$ cat src/rtl/cu_pkg.sv
// Shared decode constants for the RV32I main control unit
// and the ALU-control block.
package cu_pkg;

  localparam logic [6:0] OP_R      = 7'b0110011;
  localparam logic [6:0] OP_LOAD   = 7'b0000011;
  localparam logic [6:0] OP_JALR   = 7'b1100111;
  localparam logic [6:0] OP_IMM    = 7'b0010011;
  localparam logic [6:0] OP_STORE  = 7'b0100011;
  localparam logic [6:0] OP_BRANCH = 7'b1100011;
  localparam logic [6:0] OP_JAL    = 7'b1101111;

  localparam logic [1:0] ALUOP_ADD = 2'b00;
  localparam logic [1:0] ALUOP_BR  = 2'b01;
  localparam logic [1:0] ALUOP_R   = 2'b10;
  localparam logic [1:0] ALUOP_I   = 2'b11;

  typedef struct packed {
    logic       alu_src;
    logic       mem_to_reg;
    logic       reg_write;
    logic       mem_read;
    logic       mem_write;
    logic       branch;
    logic       jump;
    logic       jalr;
    logic [1:0] alu_op;
  } ctrl_t;

endpackage

$ cat src/rtl/cu.sv
// Main control unit: combinational opcode decode plus a
// sticky flag recording any unsupported opcode.
module cu
  import cu_pkg::*;
(
  input  logic       clk,
  input  logic       rst_n,
  input  logic [6:0] opcode,
  output logic       ALUSrc,
  output logic       MemtoReg,
  output logic       RegWrite,
  output logic       MemRead,
  output logic       MemWrite,
  output logic       Branch,
  output logic       Jump,
  output logic       Jalr,
  output logic [1:0] ALUOp,
  output logic       illegal,
  output logic       illegal_seen
);

  ctrl_t ctrl;
  logic  illegal_seen_d;
  logic  illegal_seen_q;

  // Unknown opcodes decode to an all-zero NOP so nothing is written.
  always_comb begin
    ctrl    = '0;
    illegal = 1'b0;
    case (opcode)
      OP_R: begin
        ctrl.reg_write = 1'b1;
        ctrl.alu_op    = ALUOP_R;
      end
      OP_LOAD: begin
        ctrl.alu_src    = 1'b1;
        ctrl.mem_to_reg = 1'b1;
        ctrl.reg_write  = 1'b1;
        ctrl.mem_read   = 1'b1;
        ctrl.alu_op     = ALUOP_ADD;
      end
      OP_JALR: begin
        ctrl.alu_src   = 1'b1;
        ctrl.reg_write = 1'b1;
        ctrl.jalr      = 1'b1;
        ctrl.alu_op    = ALUOP_ADD;
      end
      OP_IMM: begin
        ctrl.alu_src   = 1'b1;
        ctrl.reg_write = 1'b1;
        ctrl.alu_op    = ALUOP_I;
      end
      OP_STORE: begin
        ctrl.alu_src   = 1'b1;
        ctrl.mem_write = 1'b1;
        ctrl.alu_op    = ALUOP_ADD;
      end
      OP_BRANCH: begin
        ctrl.branch = 1'b1;
        ctrl.alu_op = ALUOP_BR;
      end
      OP_JAL: begin
        ctrl.reg_write = 1'b1;
        ctrl.jump      = 1'b1;
        ctrl.alu_op    = ALUOP_ADD;
      end
      default: begin
        ctrl    = '0;
        illegal = 1'b1;
      end
    endcase
  end

  assign ALUSrc   = ctrl.alu_src;
  assign MemtoReg = ctrl.mem_to_reg;
  assign RegWrite = ctrl.reg_write;
  assign MemRead  = ctrl.mem_read;
  assign MemWrite = ctrl.mem_write;
  assign Branch   = ctrl.branch;
  assign Jump     = ctrl.jump;
  assign Jalr     = ctrl.jalr;
  assign ALUOp    = ctrl.alu_op;

  assign illegal_seen_d = illegal_seen_q | illegal;

  always_ff @(posedge clk or negedge rst_n) begin
    if (!rst_n) illegal_seen_q <= 1'b0;
    else        illegal_seen_q <= illegal_seen_d;
  end

  assign illegal_seen = illegal_seen_q;

endmodule

$ cat config.mk
export PLATFORM = sky130hd
export DESIGN_NAME = cu
export DESIGN_NICKNAME = d
export VERILOG_FILES = /design/src/rtl/cu_pkg.sv /design/src/rtl/cu.sv
export SDC_FILE = /design/constraint.sdc
export NUM_CORES = 1
export LEC_CHECK = 0
export ABC_AREA = 1
export CORE_AREA = 2 2 39 41
export DETAILED_ROUTE_END_ITERATION = 8
export DIE_AREA = 0 0 41 43
export GPL_TIMING_DRIVEN = 0
export PLACE_DENSITY = 0.52
export SLEW_MARGIN = 20
export SYNTH_ARGS = -nofsm -noshare
export SYNTH_HDL_FRONTEND = slang
export SYNTH_SLANG_ARGS = --single-unit
$ cat constraint.sdc
create_clock -name clk -period 2.2 [get_ports clk]
set_input_delay 0.44 -clock clk [delete_from_list [all_inputs] [get_ports clk]]
set_output_delay 0.44 -clock clk [all_outputs]
set_load 0.005 [all_outputs]
After elaboration in Yosys (flattened, before gate mapping)
Cells that the tools add are included.

Register bits: 1. Bits of input ports: 9. Output and inout bits: 12. Logic and storage cells: 21.

Equality and inequality tests: 7. Mux-type cells: 9. Bitwise operators: 1. Reductions and logical operators: 3.

Operators with widths (count): $eq A7 B7 Y1 const B (3); $eq A7 B6 Y1 const B (2); $mux W1 (8); $eq A7 B2 Y1 const B (1); $eq A7 B5 Y1 const B (1); $reduce_or A7 Y1 (1); $pmux W2 S3 (1); $reduce_or A5 Y1 (1); $reduce_or A4 Y1 (1); $or A1 B1 Y1 (1).

Logic depth before layout (Yosys ltp)
Gate-level depths: netlist (run 1).

Depth after elaboration: 4. Mapped depth: 8. Mapped depth without buffers: 8.

Least setup slack after synthesis (run 1)
OpenSTA, ideal clock, no wires.

Path kind: in2out. Start: input opcode[3]. End: output RegWrite. Arrival: 1.010 ns. Required time: 1.760 ns. Setup slack: 0.750 ns. Cell stages on the path: 7. Buffers on the path: 0. Cell sequence: inv_1 nand2_2 nor2_4 inv_1 nor2_2 nand2_1 nand3_1.

Longest elaborated chain between the ends: 3. Elaborated cells between the ends (all ways): 7. Classes of those cells: eq/ne (5); mux (1); reduce/logical (1).

Ends and longest elaborated chain: start: declaration (line cu.sv:8) `input logic [6:0] opcode,`; $eq A7 B5 Y1 (tied with other cells) (line cu.sv:30) `case (opcode)`; $reduce_or A5 Y1 (no line) (*); $mux W1 (*) (line cu.sv:30); end: declaration (line cu.sv:11) `output logic RegWrite,`.

Mark *: on every way between the ends. The rest lies on a longest branch, timed or not.

Worst setup path after layout (run 1)
Start: input opcode[1]. End: output illegal.

Longest elaborated chain between the ends: 3. Elaborated cells between the ends (all ways): 9. Classes of those cells: eq/ne (7); mux (1); reduce/logical (1).

Ends and longest elaborated chain: $eq A7 B6 Y1 (tied with other cells) (line cu.sv:30); $reduce_or A7 Y1 (no line) (*); $mux W1 (*) (line cu.sv:30); end: declaration (line cu.sv:18) `output logic illegal,`.

Marked as above.

==> qor.txt, run 1 <==
Status: completed
Synth area leaders: nand2_1, inv_1, nand2_2
Endpoint type of the worst setup path: output pin
Hold path cells: 2
Post-Synthesis Cells: 51
Largest net degree at the start of global routing: 7
WS Path Type: in -> out
Yosys top cell area share: 22.5%
Via density: 3.76
Core box area: 0.00138 mm2
Post-DP HPWL: 541 um
Starting density of the core: 18.1%
Period utilization: 96.6%
Slew margin rel.: 86.0%
Clock share of power: 0%
CTS Hold Bufs: 0
Buffers on Ports: 20
Routability Congestion: 0.668
Critical Path Source Type: primary input
Synth Register Bits: 1
Ys Warns: 0
Count leader, synth: nand2_1
Nets: 82
Area Overhead vs Synth: 90.5%
FF-to-FF setup slack: 1.63 ns
Max VDD drop: 39.1 uV
Worst path arrival time: 1.69 ns
DR iter-0 viols: 1
Pwr Density: 117 mW/mm2
Net Sw Power: 0.0186 mW
Reg2Reg Depth: 2
Slew of the pin with the lowest slew margin: 0.209 ns
Final min period: 2.13 ns
Worst-Skew Late Latency: 0 ns
Initial antenna violation count: 0
Final hold vios: 0
RR Endpoint: illegal_seen
Max FFs per register: 1
Min-delay worst type: reg -> reg
Reg2Reg Launch Point: illegal_seen
Grt ovf: 0
Global-route wire length before repair: 1040 um
Setup violators final: 0
Sequential share of the synthesized area: 10.0%
Worst Path Max Fanout: 5
Vias: 327
FF+latch area: 25.0 um2
WHS Endpoint: illegal_seen
Sw frac: 33.3%
Post-place instance area: 470 um2
Post-synth top flop: dfrtp_1
Multi-input logic area: 183 um2
Wire per inst: 6.74 um
Yosys cell types: 11
Clock Pin Slew Worst Setup and Hold Paths: 0 ns
Post-synth EDFFs: 0
Clock Skew: 0 ns
HP Start: illegal_seen
Post-DRT Antenna Nets: 0
Leak: 0.364 nW
Post-synth top cells: nand2_1, inv_1, nor2_1
Fillcell total: 171
Pins Over Slew Limit: 0
RSZ-0062 raised after global routing: true
Sequential share of power: 33.5%
Cell internal pwr: 0.0373 mW
Cell area after synthesis: 250 um2
Die H: 43 um
Vias in the first global route: 293
All-layer global routing usage: 7.59%
Hold WS: 0.449 ns
Final Cell Area: 477 um2
# DRC: 0
Die X: 41 um
IO Pins: 21
Share of post-route cells with drive strength above 1: 28.2%
Syn Area/Cell: 4.91 um2
Ant diodes: 0
Max Clk Rate: 470 MHz
Die Area: 0.00176 mm2
Synth area leader: nand2_1
CP required: 1.76 ns
First drt pass iteration count: 2
Routed WL: 586 um
Combinational Power Share: 66.5%
Post-Syn Nets: 60
Max-cap check violation count: 0
Row cnt: 14
Post-synth ARST share: 100%
cell usage in the layout, fill, tap and decap left out, drive strengths merged:
cell type	n
buf	1
dlymetal6s2s	3
inv	14
nor2	11
nand4	1
dfrtp	1
nand3	3
clkdlybuf4s50	5
nand2	20
dlygate4sd2	11
clkbuf	1
cells by family (layout without fill, tap and decap cells):
family / Yosys count / count (layout) / synth area share [%]
simple gates: 35 / 35 / 66.0
buf+inv: 15 / 35 / 24.0
flops: 1 / 1 / 10.0
cell type report:
cell class              instances  share of cell area [%]
flip-flops and latches          1                    5.25
repair buffers                 20                    39.6
multi-input cells              35                    38.3
well taps                      16                    4.20
plain buffers                   1                    1.57
inverters                      14                    11.0
critical path: stages:
cell and delay, ns:
clkdlybuf4s50_1 0.47, nand2_2 0.09, nor2_4 0.22, nand2_2 0.10
nand2_1 0.08, nor2_1 0.04, nand2_1 0.07, inv_1 0.04
dlymetal6s2s_1 0.14
routing by layer:
metal | track usage, % | vias up | wire, um
met5 | 0 | - | 0
met4 | 0 | 0 | 0
met3 | 0 | 0 | 64
met2 | 14.4 | 14 | 269
met1 | 9.49 | 130 | 253
li1 | - | 183 | -
per-stage QoR:
stage          setup TNS (ns)  std cells  total power [mW]  setup WS [ns]  utilization (%)
4_1_cts                -0.208         87            0.0557         -0.205             33.5
6_report                    0         87            0.0559         0.0742             34.4
3_3_place_gp            -1.40         87            0.0583         -0.267             34.0
2_1_floorplan               0         51            0.0346          0.750                -
5_1_grt               -0.0502         87            0.0609        -0.0480             34.4
3_5_place_dp            -1.40         87            0.0586         -0.265             34.0
what timing repair did:
item | CTS | global route
gates cloned | 0 | 0
gates resized for setup | 18 | 8
setup endpoints to repair | 11 | 6
pin swaps | 4 | 2
setup buffers | 0 | 0
power by group through the flow:
stage	logic (mW)	registers [mW]	clock network, mW
final	0.0372	0.0187	0
after global placement	0.0396	0.0187	0
after global routing	0.0422	0.0187	0
after floorplan	0.0159	0.0187	0
after detailed placement	0.0398	0.0187	0
after CTS	0.0370	0.0187	0
worst max-delay path by stage:
stage / start / to / slack (ns)
2_1_floorplan: opcode[3] / RegWrite / 0.75
3_3_place_gp: opcode[6] / illegal / -0.27
3_5_place_dp: opcode[6] / illegal / -0.26
4_1_cts: opcode[3] / illegal / -0.20
5_1_grt: opcode[1] / illegal / -0.05
6_report: opcode[1] / illegal / 0.07
Note: power is estimated with default switching activity, not from simulation.
==> run 2, diff against run 1 <==
- CTS_BUF_LIST: unset -> sky130_fd_sc_hd__clkbuf_4 sky130_fd_sc_hd__clkbuf_8 sky130_fd_sc_hd__clkbuf_16
==> results of run 2 <==
The final DEF is identical to that of run 1; final timing and power are the same.
